## config.mk

```make
export PLATFORM = sky130hd
export DESIGN_NAME = cs5361_rx
export DESIGN_NICKNAME = d
export VERILOG_FILES = /design/src/rtl/cs5361_rx.sv
export SDC_FILE = /design/constraint.sdc
export NUM_CORES = 1
export LEC_CHECK = 0
export ABC_AREA = 1
export CORE_MARGIN = 3
export CORE_UTILIZATION = 56
export CTS_CLUSTER_SIZE = 10
export DETAILED_ROUTE_END_ITERATION = 10
export PLACE_DENSITY = 0.78
export SLEW_MARGIN = 20
export SYNTH_ARGS = -nofsm -noshare
export SYNTH_HDL_FRONTEND = slang
export SYNTH_SLANG_ARGS = --single-unit
```

## constraint.sdc

```tcl
create_clock -name mclk -period 1.73 [get_ports mclk]
set_clock_uncertainty 0.05 [all_clocks]
set_input_delay 0.173 -clock mclk [delete_from_list [all_inputs] [get_ports mclk]]
set_output_delay 0.173 -clock mclk [all_outputs]
set_load 0.01 [all_outputs]
```

## src/rtl/cs5361_rx.sv

```systemverilog
// cs5361_rx: oversampling receiver for the CS5361 serial port, delivering stereo pairs on valid/ready.
// Define I2S_DELAY_EN for I2S (one-bit delayed) alignment; left-justified alignment otherwise.
module cs5361_rx #(
    parameter int DATA_W        = 24,
    parameter int BCLK_PER_HALF = 32,
    parameter int SYNC_STAGES   = 2
) (
    input  logic              mclk,
    input  logic              rst,
    input  logic              sclk_in,
    input  logic              lrck_in,
    input  logic              sdata_in,
    input  logic              ovfl_in_,
    output logic [DATA_W-1:0] left_data,
    output logic [DATA_W-1:0] right_data,
    output logic              out_valid,
    input  logic              out_ready,
    output logic              overrun,
    output logic              frame_err,
    output logic              clip
);
    localparam int CNT_W = $clog2(BCLK_PER_HALF + DATA_W + 2);
    localparam logic [CNT_W-1:0] CNT_EXP = CNT_W'(BCLK_PER_HALF);
    localparam logic [CNT_W-1:0] CNT_SAT = CNT_W'(BCLK_PER_HALF + 1);
    localparam logic [CNT_W-1:0] CNT_ONE = CNT_W'(1);
`ifdef I2S_DELAY_EN
    localparam logic [CNT_W-1:0] SHIFT_LIM = CNT_W'(DATA_W + 1);
    localparam logic             FIRST_EN  = 1'b0;
`else
    localparam logic [CNT_W-1:0] SHIFT_LIM = CNT_W'(DATA_W);
    localparam logic             FIRST_EN  = 1'b1;
`endif

    typedef enum logic [1:0] {
        WAIT_L  = 2'd0,
        SHIFT_L = 2'd1,
        SHIFT_R = 2'd2
    } state_t;

    logic [SYNC_STAGES-1:0] sclk_sync_q, lrck_sync_q, sdata_sync_q, ovfl_sync_q;
    logic                   sclk_s, lrck_s, sdata_s, ovfl_s;
    logic                   sclk_prev_q;
    logic                   sclk_rise, boundary, start_half;

    state_t                 state_q, state_d;
    logic [DATA_W-1:0]      sh_q, sh_d;
    logic [CNT_W-1:0]       cnt_q, cnt_d;
    logic                   lrck_last_q, lrck_last_d;
    logic                   primed_q, primed_d;
    logic [DATA_W-1:0]      left_hold_q, left_hold_d;
    logic [DATA_W-1:0]      pair_l_q, pair_l_d;
    logic [DATA_W-1:0]      pair_r_q, pair_r_d;
    logic                   new_pair_q, new_pair_d;
    logic [DATA_W-1:0]      left_data_q, left_data_d;
    logic [DATA_W-1:0]      right_data_q, right_data_d;
    logic                   out_valid_q, out_valid_d;
    logic                   overrun_q, overrun_d;
    logic                   frame_err_q, frame_err_d;
    logic                   clip_q, clip_d;

    assign sclk_s    = sclk_sync_q[SYNC_STAGES-1];
    assign lrck_s    = lrck_sync_q[SYNC_STAGES-1];
    assign sdata_s   = sdata_sync_q[SYNC_STAGES-1];
    assign ovfl_s    = ovfl_sync_q[SYNC_STAGES-1];
    assign sclk_rise = sclk_s & ~sclk_prev_q;
    // The first sampled lrck after reset only seeds the history, so a half already in progress is never taken as a boundary.
    assign boundary  = primed_q && (lrck_s != lrck_last_q);

    always_comb begin
        state_d     = state_q;
        sh_d        = sh_q;
        cnt_d       = cnt_q;
        lrck_last_d = lrck_last_q;
        primed_d    = primed_q;
        left_hold_d = left_hold_q;
        pair_l_d    = pair_l_q;
        pair_r_d    = pair_r_q;
        new_pair_d  = 1'b0;
        frame_err_d = frame_err_q;
        clip_d      = clip_q;
        start_half  = 1'b0;
        if (sclk_rise) begin
            lrck_last_d = lrck_s;
            primed_d    = 1'b1;
            if (state_q != WAIT_L && !ovfl_s) clip_d = 1'b1;
            if (boundary) begin
                case (state_q)
                    WAIT_L: begin
                        if (lrck_s) begin
                            state_d    = SHIFT_L;
                            start_half = 1'b1;
                        end
                    end
                    SHIFT_L: begin
                        if (!lrck_s) begin
                            left_hold_d = sh_q;
                            state_d     = SHIFT_R;
                            start_half  = 1'b1;
                            if (cnt_q != CNT_EXP) frame_err_d = 1'b1;
                        end
                    end
                    SHIFT_R: begin
                        if (lrck_s) begin
                            pair_l_d   = left_hold_q;
                            pair_r_d   = sh_q;
                            new_pair_d = 1'b1;
                            state_d    = SHIFT_L;
                            start_half = 1'b1;
                            if (cnt_q != CNT_EXP) frame_err_d = 1'b1;
                        end
                    end
                    default: state_d = WAIT_L;
                endcase
            end else if (state_q != WAIT_L) begin
                if (cnt_q < SHIFT_LIM) sh_d = {sh_q[DATA_W-2:0], sdata_s};
                if (cnt_q != CNT_SAT) cnt_d = cnt_q + CNT_ONE;
            end
        end
        // The boundary edge is counted as the first edge of the new half; it carries the MSB only in LJ mode.
        if (start_half) begin
            cnt_d = CNT_ONE;
            sh_d  = {{(DATA_W-1){1'b0}}, sdata_s & FIRST_EN};
        end
    end

    always_comb begin
        left_data_d  = left_data_q;
        right_data_d = right_data_q;
        out_valid_d  = out_valid_q;
        overrun_d    = overrun_q;
        if (new_pair_q) begin
            if (!out_valid_q || out_ready) begin
                left_data_d  = pair_l_q;
                right_data_d = pair_r_q;
                out_valid_d  = 1'b1;
            end else begin
                overrun_d = 1'b1;
            end
        end else if (out_valid_q && out_ready) begin
            out_valid_d = 1'b0;
        end
    end

    always_ff @(posedge mclk) begin
        if (rst) begin
            sclk_sync_q  <= '0;
            lrck_sync_q  <= '0;
            sdata_sync_q <= '0;
            ovfl_sync_q  <= '1;
            sclk_prev_q  <= 1'b0;
            state_q      <= WAIT_L;
            sh_q         <= '0;
            cnt_q        <= '0;
            lrck_last_q  <= 1'b0;
            primed_q     <= 1'b0;
            left_hold_q  <= '0;
            pair_l_q     <= '0;
            pair_r_q     <= '0;
            new_pair_q   <= 1'b0;
            left_data_q  <= '0;
            right_data_q <= '0;
            out_valid_q  <= 1'b0;
            overrun_q    <= 1'b0;
            frame_err_q  <= 1'b0;
            clip_q       <= 1'b0;
        end else begin
            sclk_sync_q  <= {sclk_sync_q[SYNC_STAGES-2:0], sclk_in};
            lrck_sync_q  <= {lrck_sync_q[SYNC_STAGES-2:0], lrck_in};
            sdata_sync_q <= {sdata_sync_q[SYNC_STAGES-2:0], sdata_in};
            ovfl_sync_q  <= {ovfl_sync_q[SYNC_STAGES-2:0], ovfl_in_};
            sclk_prev_q  <= sclk_s;
            state_q      <= state_d;
            sh_q         <= sh_d;
            cnt_q        <= cnt_d;
            lrck_last_q  <= lrck_last_d;
            primed_q     <= primed_d;
            left_hold_q  <= left_hold_d;
            pair_l_q     <= pair_l_d;
            pair_r_q     <= pair_r_d;
            new_pair_q   <= new_pair_d;
            left_data_q  <= left_data_d;
            right_data_q <= right_data_d;
            out_valid_q  <= out_valid_d;
            overrun_q    <= overrun_d;
            frame_err_q  <= frame_err_d;
            clip_q       <= clip_d;
        end
    end

    assign left_data  = left_data_q;
    assign right_data = right_data_q;
    assign out_valid  = out_valid_q;
    assign overrun    = overrun_q;
    assign frame_err  = frame_err_q;
    assign clip       = clip_q;
endmodule

```

==> out/qor.log, run 1 <==
INFO  worst_setup_path critPathMaxStageDelay=0.56ns
INFO  sta            layout_worst_path_cycle_share=98.5%
INFO  place          place.port_buffers=58
INFO  place          dp_hpwl=8.41mm
INFO  worst_setup_path critical-path-slowest-cell=sky130_fd_sc_hd__clkdlybuf4s50_1
INFO  yosys          postSynthNetCount=757
INFO  min_path       hold_class=primary input to flop
INFO  yosys          syn_avg_cell_area=8.04squm
INFO  yosys          synth_ff_type=sky130_fd_sc_hd__dfxtp_1
INFO  yosys          synth-edff-count=0
INFO  worst_setup_path worstSetupStartpointType=flop
INFO  yosys          synth_simple_gate_area_share=19.1%
INFO  floorplanning  die_width=110um
INFO  yosys          post_synth_num_cell_types=25
INFO  route          drt-pass1-iter-count=5
INFO  route          post-route-drc-count=0
INFO  yosys          yosysTopAreaCell=sky130_fd_sc_hd__dfxtp_1
INFO  sta            finalSetupViolations=0
INFO  worst_setup_path timing.critical_path.buf_inv=1
INFO  yosys          post_synth_mux_area_share=0%
INFO  cells_and_area stdcell_count=939
INFO  worst_setup_path category_of_cells_accounting_for_the_largest_share_of_critical_path_delay=buffers and inverters
INFO  floorplanning  row_count=37
INFO  cells_and_area antenna_cells_inserted=0
INFO  worst_setup_path worstPathMaxFanout=2
INFO  yosys          synth.ff_latch_count=168
INFO  yosys          syn-instance-count=747
INFO  clock_tree     insertion_delay=0.52ns
INFO  sta            setup_total_negative_slack=0ns
INFO  yosys          synth.top_cell.area_share=56.0%
INFO  yosys          seq_area_frac_synth=56.0%
INFO  yosys          synth.most_common_cell=sky130_fd_sc_hd__dfxtp_1
INFO  floorplanning  pin_count=59
INFO  route          via_count=5057
INFO  clock_tree     clock_tree.htree_level_count=4
INFO  floorplanning  start_util=57.9%
INFO  route          post_drt_via_cell_ratio=5.39
INFO  clock_tree     cts_sinks=168
INFO  place          place_worst_setup_slack=0.137ns
INFO  worst_setup_path worst_ep_arrival_time=1.48ns
INFO  run            timing.max_cap.violations=0
INFO  sta            worst_pin_slew=0.577ns
INFO  worst_setup_path setup.worst_path.class=flop to output pin
INFO  clock_tree     cts.reportedPaths.clkPinSlew=0.07ns
INFO  global_routing first_global_vias=4683
INFO  global_routing grt_max_degree=65
INFO  yosys          yosys-top-cells-count=168 x sky130_fd_sc_hd__dfxtp_1, 131 x sky130_fd_sc_hd__a21oi_1, 125 x sky130_fd_sc_hd__nand2_1, 77 x sky130_fd_sc_hd__nor2_1, 55 x sky130_fd_sc_hd__nand3_1
INFO  worst_setup_path cp-end-kind=output pin
INFO  yosys          post_synth_fa_ha_maj_area_fraction=0.625%
INFO  route          antenna_left=0
INFO  sta            max-slew-margin-rel=61.5%
INFO  sta            slew_limit_fails=0
INFO  run_status     outcome=finished, final reports clean
INFO  pwr            p_leak=2.59nW
INFO  sta            grt_setup_unrepaired=false
INFO  yosys          dominant_combinational_cell_family_by_area_after_synthesis=simple AND/OR/NAND/NOR gates
INFO  global_routing globalRouteOverflowTotal=0
INFO  cells_and_area final_core_utilization=70.4%
INFO  yosys          synth_async_sr_flop_share=0%
INFO  sta            timing.final.crit_period=1.70ns
INFO  place          finalWeightedCongestion=0.846
INFO  yosys          top_area_cells_in_the_synthesized_netlist=sky130_fd_sc_hd__dfxtp_1 56%, sky130_fd_sc_hd__a21oi_1 11%, sky130_fd_sc_hd__nand2_1 7.8%
INFO  cells_and_area num-fill-cells=818
INFO  cells_and_area nets=801
INFO  pwr            vdd.ir_drop.worst=0.000600V
INFO  worst_setup_path worst_ep_required_time=1.51ns
INFO  route          drtIter0Drc=356
INFO  clock_tree     clock_tree.root_cell=sky130_fd_sc_hd__clkbuf_8
INFO  pwr            p_per_area=1080nW/um^2
INFO  route          wire_per_inst=14.0um
INFO  global_routing antenna_found_initial=0
INFO  floorplanning  chipHeight=110um
INFO  sta            setup_ws=0.0252ns
INFO  pwr            report.power.total=7.88mW
INFO  cells_and_area syn2layout_area_growth=21.6%
INFO  clock_tree     cts.path.max_buffers=2
INFO  worst_setup_path cp_cell_sequence=clkdlybuf4s50_1
INFO  sta            final-hold-violation-count=0
INFO  yosys          ys.warnings.count=0
INFO  floorplanning  design.core.area=10400squm
INFO  global_routing grt_first_pass_wirelength=21.8mm
INFO  clock_tree     tritoncts=built
INFO  yosys          synth_area=6010squm
INFO  route          total_routed_length=13.1mm
INFO  global_routing grt_util_all_layers=23.0%
INFO  place          placed_cells=907
INFO  sta            achievable_frequency=0.587GHz
INFO  yosys          synth_xor_area_share=0.437%
INFO  yosys          synth_compound_gate_area_share=17.2%
INFO  clock_tree     cts_buffers=17
INFO  floorplanning  design.die.area=12000squm
INFO  cells_and_area final_layout_size_suffix_gt1_share=7.85%
==> kinds of logic after synthesis <==
kind of cell / after synthesis
AO/OA/AOI/OAI: 206
XOR/XNOR: 3
adder cells (fa/ha/maj): 3
buffers and inverters: 96
flip-flops: 168
AND/OR/NAND/NOR: 271
==> final cells by class <==
type,instances,area (sq um),share of cell area [%]
Clock buffer,20,435,5.96
Clock inverter,11,173,2.36
Inverter,46,175,2.40
Multi-Input combinational cell,483,2240,30.7
Sequential cell,168,3360,46.0
Tap cell,136,170,2.33
Timing Repair Buffer,75,743,10.2
==> worst paths after layout <==
kind                                                  from                      endpoint  slack (ns)  depth (start not counted)
worst min register to register  sdata_sync_q[0]$_SDFF_PP0_    sdata_sync_q[1]$_SDFF_PP0_        0.35                          2
worst max-delay path             left_data[0]$_SDFFE_PP0P_                  left_data[0]        0.03                          1
worst max register to register    lrck_last_q$_SDFFE_PP0N_  left_hold_q[15]$_SDFFE_PP0P_        0.16                          7
worst min-delay path                               lrck_in     lrck_sync_q[0]$_SDFF_PP0_        0.11                          3
==> cell usage in the layout (no fill, tap or decap) <==
master / instances
sky130_fd_sc_hd__o21ai_0: 54
sky130_fd_sc_hd__clkinvlp_4: 1
sky130_fd_sc_hd__clkinv_4: 3
sky130_fd_sc_hd__dfxtp_1: 168
sky130_fd_sc_hd__nand3_2: 1
sky130_fd_sc_hd__nand2_4: 1
sky130_fd_sc_hd__ha_1: 3
sky130_fd_sc_hd__clkbuf_8: 2
sky130_fd_sc_hd__o21ai_1: 21
sky130_fd_sc_hd__dlygate4sd3_1: 1
sky130_fd_sc_hd__inv_6: 1
sky130_fd_sc_hd__nand3b_1: 1
sky130_fd_sc_hd__buf_12: 3
sky130_fd_sc_hd__xor2_1: 2
sky130_fd_sc_hd__bufinv_16: 4
sky130_fd_sc_hd__clkinv_1: 1
sky130_fd_sc_hd__nor2_8: 1
sky130_fd_sc_hd__clkinv_2: 2
sky130_fd_sc_hd__nand3_1: 55
sky130_fd_sc_hd__buf_2: 1
sky130_fd_sc_hd__nor2_2: 2
sky130_fd_sc_hd__xnor2_1: 1
sky130_fd_sc_hd__nand4_1: 1
sky130_fd_sc_hd__clkdlybuf4s50_1: 57
sky130_fd_sc_hd__nand2_1: 125
sky130_fd_sc_hd__a21oi_1: 131
sky130_fd_sc_hd__nor2_1: 77
sky130_fd_sc_hd__clkbuf_1: 2
sky130_fd_sc_hd__nor2_4: 1
sky130_fd_sc_hd__inv_2: 4
sky130_fd_sc_hd__inv_4: 1
sky130_fd_sc_hd__or2_2: 2
sky130_fd_sc_hd__clkbuf_16: 16
sky130_fd_sc_hd__buf_4: 13
sky130_fd_sc_hd__nand2_2: 4
sky130_fd_sc_hd__inv_1: 40
==> where the power goes <==
group          switching (mW)  internal [mW]  leakage [nW]
registers             0.00555           3.88          1.35
clock network            1.48           2.38         0.295
logic                  0.0955         0.0470         0.940
total                    1.58           6.31          2.59
==> layer usage <==
metal,wire length [um],global-route usage (%),vias to the layer above
li1,-,-,2537
met1,5720,28.7,2342
met2,6410,38.2,151
met3,685,5.46,27
met4,285,9.88,0
met5,0,0,-
==> state kept, by name (all words and copies together) (netlist names) <==
signal	flops
clip	1
cnt_q	6
frame_err	1
left_data	24
left_hold_q	24
lrck_last_q	1
lrck_sync_q	2
new_pair_q	1
out_valid	1
overrun	1
ovfl_sync_q	2
pair_l_q	24
pair_r_q	24
primed_q	1
right_data	24
sclk_prev_q	1
sclk_sync_q	2
sdata_sync_q	2
sh_q	24
state_q	2
==> stage by stage <==
step | hold WS, ns | instance area, sq um
after floorplan | 0.227 | 6010
after global placement | 0.341 | 6680
after detailed placement | 0.346 | 6680
after CTS | 0.0959 | 7300
after global routing | 0.103 | 7300
final | 0.111 | 7300
==> repair_timing <==
action,CTS,global route
hold endpoints to repair,10,0
hold buffers,1,0
resized for setup,0,3
endpoints found under the setup margin,0,21
setup buffers,0,0
Power figures use the tool's default switching activity.
==> run 2, diff against run 1 <==
CORE_UTILIZATION = 60   (was 56)
CTS_CLUSTER_DIAMETER = 120   (was default)
PLACE_DENSITY = 0.83   (was 0.78)
clock period = 2.2 ns   (was 1.73 ns; I/O delays follow)
==> run 2 against run 1 <==
Net effect: final area is 1.3% lower; routed wire length is 0.48% higher; cell count is 1.2% lower; worst setup slack better by 0.29 ns; hold slack better by 0.050 ns.
==> out/qor.log, run 2 (synthesis results as in run 1) <==
INFO  run_status     outcome=finished, final reports clean
INFO  cells_and_area final_layout_size_suffix_gt1_share=7.63% [-0.21 points]
INFO  global_routing grt_first_pass_wirelength=22.1mm [+1.4%]
INFO  pwr            p_per_area=838nW/um^2 [-22%]
INFO  clock_tree     cts_resized=0 [unchanged]
INFO  floorplanning  row_count=35 [-5.4%]
INFO  floorplanning  chipHeight=106um [-3.2%]
INFO  worst_setup_path r2r_start=lrck_sync_q[1]$_SDFF_PP0_
INFO  clock_tree     cts.path.max_buffers=2 [unchanged]
INFO  route          post_drt_via_cell_ratio=5.48 [+1.7%]
INFO  worst_setup_path cp-end-kind=flop
INFO  worst_setup_path reg2reg_to=pair_l_q[0]$_SDFFE_PP0P_
INFO  global_routing grt_util_all_layers=23.9% [+0.91 points]
INFO  cells_and_area syn2layout_area_growth=20.0%
INFO  cells_and_area antenna_cells_inserted=0 [unchanged]
INFO  global_routing globalRouteOverflowTotal=0 [unchanged]
INFO  cells_and_area most-common-layout-cells=168 x sky130_fd_sc_hd__dfxtp_1, 131 x sky130_fd_sc_hd__a21oi_1, 125 x sky130_fd_sc_hd__nand2_1
INFO  sta            worst_pin_slew=0.601ns [+0.0240 ns]
INFO  global_routing first_global_vias=4754 [+1.5%]
INFO  place          dp_hpwl=8.20mm [-2.5%]
INFO  clock_tree     clock_tree.htree_level_count=4 [unchanged]
INFO  floorplanning  design.core.area=9500squm [-8.4%]
INFO  worst_setup_path r2r_setup_slack=0.32ns [+0.16 ns]
INFO  floorplanning  start_util=63.2% [+5.3 points]
INFO  sta            finalSetupViolations=0 [unchanged]
INFO  sta            layout_worst_path_cycle_share=85.6%
INFO  clock_tree     insertion_delay=0.53ns [about the same]
INFO  sta            setup_total_negative_slack=0ns [unchanged]
INFO  place          place.port_buffers=58 [unchanged]
INFO  route          wire_per_inst=14.2um [+1.7%]
INFO  floorplanning  die_width=106um [-3.2%]
INFO  worst_setup_path reg2reg_depth=8 [+1]
INFO  min_path       hold_path_depth=3 [unchanged]
INFO  clock_tree     holdBufCountCts=1 [unchanged]
INFO  sta            whs=0.161ns [+0.0496 ns]
INFO  sta            achievable_frequency=0.531GHz
INFO  clock_tree     cts.reportedPaths.clkPinSlew=0.06ns [about the same]
INFO  cells_and_area num-fill-cells=653 [-20%]
INFO  worst_setup_path setup.worst_path.class=flop to flop
INFO  clock_tree     cts_buffers=17 [unchanged]
INFO  sta            grt_setup_unrepaired=false
INFO  route          total_routed_length=13.2mm [+0.48%]
INFO  route          drtIter0Drc=404 [+13%]
INFO  pwr            p_leak=2.52nW [-2.6%]
INFO  place          placed_cells=895 [-1.3%]
INFO  clock_tree     cts_sinks=168 [unchanged]
INFO  route          via_count=5081 [+0.47%]
INFO  worst_setup_path worstPathMaxFanout=63 [+61]
INFO  pwr            report.power.total=6.04mW [-23%]
INFO  clock_tree     tritoncts=built
INFO  min_path       hold_path_startpoint=sclk_in
INFO  clock_tree     clock_tree.root_cell=sky130_fd_sc_hd__clkbuf_8
INFO  worst_setup_path worstSetupStartpointType=flop
INFO  worst_setup_path worst_ep_required_time=2.56ns [+1.05 ns]
INFO  global_routing grt_max_degree=72 [+11%]
INFO  worst_setup_path worst_ep_arrival_time=2.24ns [+0.76 ns]
INFO  clock_tree     postCtsSetupRepairBufs=0 [unchanged]
INFO  route          drt-pass1-iter-count=5 [unchanged]
INFO  sta            timing.final.crit_period=1.88ns
INFO  sta            slew_limit_fails=0 [unchanged]
INFO  pwr            vdd.ir_drop.worst=0.000565V [-5.8%]
INFO  cells_and_area stdcell_count=928 [-1.2%]
INFO  route          antenna_left=0 [unchanged]
INFO  cells_and_area final_core_utilization=75.9% [+5.4 points]
INFO  cells_and_area nets=796 [-0.62%]
INFO  sta            max-slew-margin-rel=59.9% [-1.6 points]
INFO  sta            final-hold-violation-count=0 [unchanged]
INFO  min_path       hold_class=primary input to flop
INFO  floorplanning  design.die.area=11300squm [-6.3%]
INFO  place          finalWeightedCongestion=0.852 [+0.73%]
INFO  min_path       hold_path_end=sclk_sync_q[0]$_SDFF_PP0_
INFO  run            timing.max_cap.violations=0 [unchanged]
INFO  route          post-route-drc-count=0 [unchanged]
INFO  floorplanning  pin_count=59 [unchanged]
INFO  cells_and_area layout.cells.most_common=sky130_fd_sc_hd__dfxtp_1
INFO  global_routing antenna_found_initial=0 [unchanged]
==> run 2: final cells by class <==
| type | instances | area (sq um) | area share (%) |
|---|---|---|---|
| clock buffers | 17 | 414 | 5.74 |
| clock inverters | 15 | 165 | 2.29 |
| inverters | 46 | 173 | 2.40 |
| multi-input cells | 483 | 2240 | 31.1 |
| flip-flops and latches | 168 | 3360 | 46.7 |
| well taps | 129 | 161 | 2.24 |
| repair buffers | 70 | 693 | 9.61 |
==> run 2: power by group <==
| group | switching, mW | total (mW) | internal, mW |
|---|---|---|---|
| clock network | 1.25 | 2.88 | 1.64 |
| registers | 0.00598 | 3.06 | 3.05 |
| logic | 0.0746 | 0.107 | 0.0326 |
==> run 2: how the worst max path moves through the flow <==
stage,startpoint,to,slack [ns]
2_1_floorplan,lrck_sync_q[1]$_SDFF_PP0_,pair_l_q[14]$_SDFFE_PP0P_,0.80
6_report,lrck_sync_q[1]$_SDFF_PP0_,pair_l_q[0]$_SDFFE_PP0P_,0.32
3_3_place_gp,lrck_sync_q[1]$_SDFF_PP0_,cnt_q[2]$_SDFFE_PP0P_,0.49
4_1_cts,lrck_sync_q[1]$_SDFF_PP0_,cnt_q[2]$_SDFFE_PP0P_,0.35
5_1_grt,lrck_sync_q[1]$_SDFF_PP0_,cnt_q[2]$_SDFFE_PP0P_,0.17
3_5_place_dp,out_ready,left_data[11]$_SDFFE_PP0P_,0.39
==> run 2: metal layers <==
| layer | part of all wire, % | track usage [%] | routed length (um) |
|---|---|---|---|
| met1 | 44 | 30.2 | 5750 |
| met2 | 49 | 41.2 | 6460 |
| met3 | 5.7 | 5.28 | 751 |
| met4 | 1.5 | 7.22 | 198 |
| met5 | 0 | 0 | 0 |
==> run 2: through the flow <==
step	worst slack [ns]	area (sq um)
floorplan	0.804	6010
global placement	0.490	6620
detailed placement	0.390	6620
CTS	0.347	7210
global route	0.171	7210
finish	0.316	7210
==> run 2: critical path: stages, from the launching register on <==
cell	delay, ns
sky130_fd_sc_hd__dfxtp_1	0.52
sky130_fd_sc_hd__inv_2	0.09
sky130_fd_sc_hd__nand2_1	0.09
sky130_fd_sc_hd__nand3_2	0.13
sky130_fd_sc_hd__nor2_8	0.16
sky130_fd_sc_hd__nand2_2	0.18
sky130_fd_sc_hd__buf_12	0.23
sky130_fd_sc_hd__o21ai_0	0.22
sky130_fd_sc_hd__a21oi_1	0.06
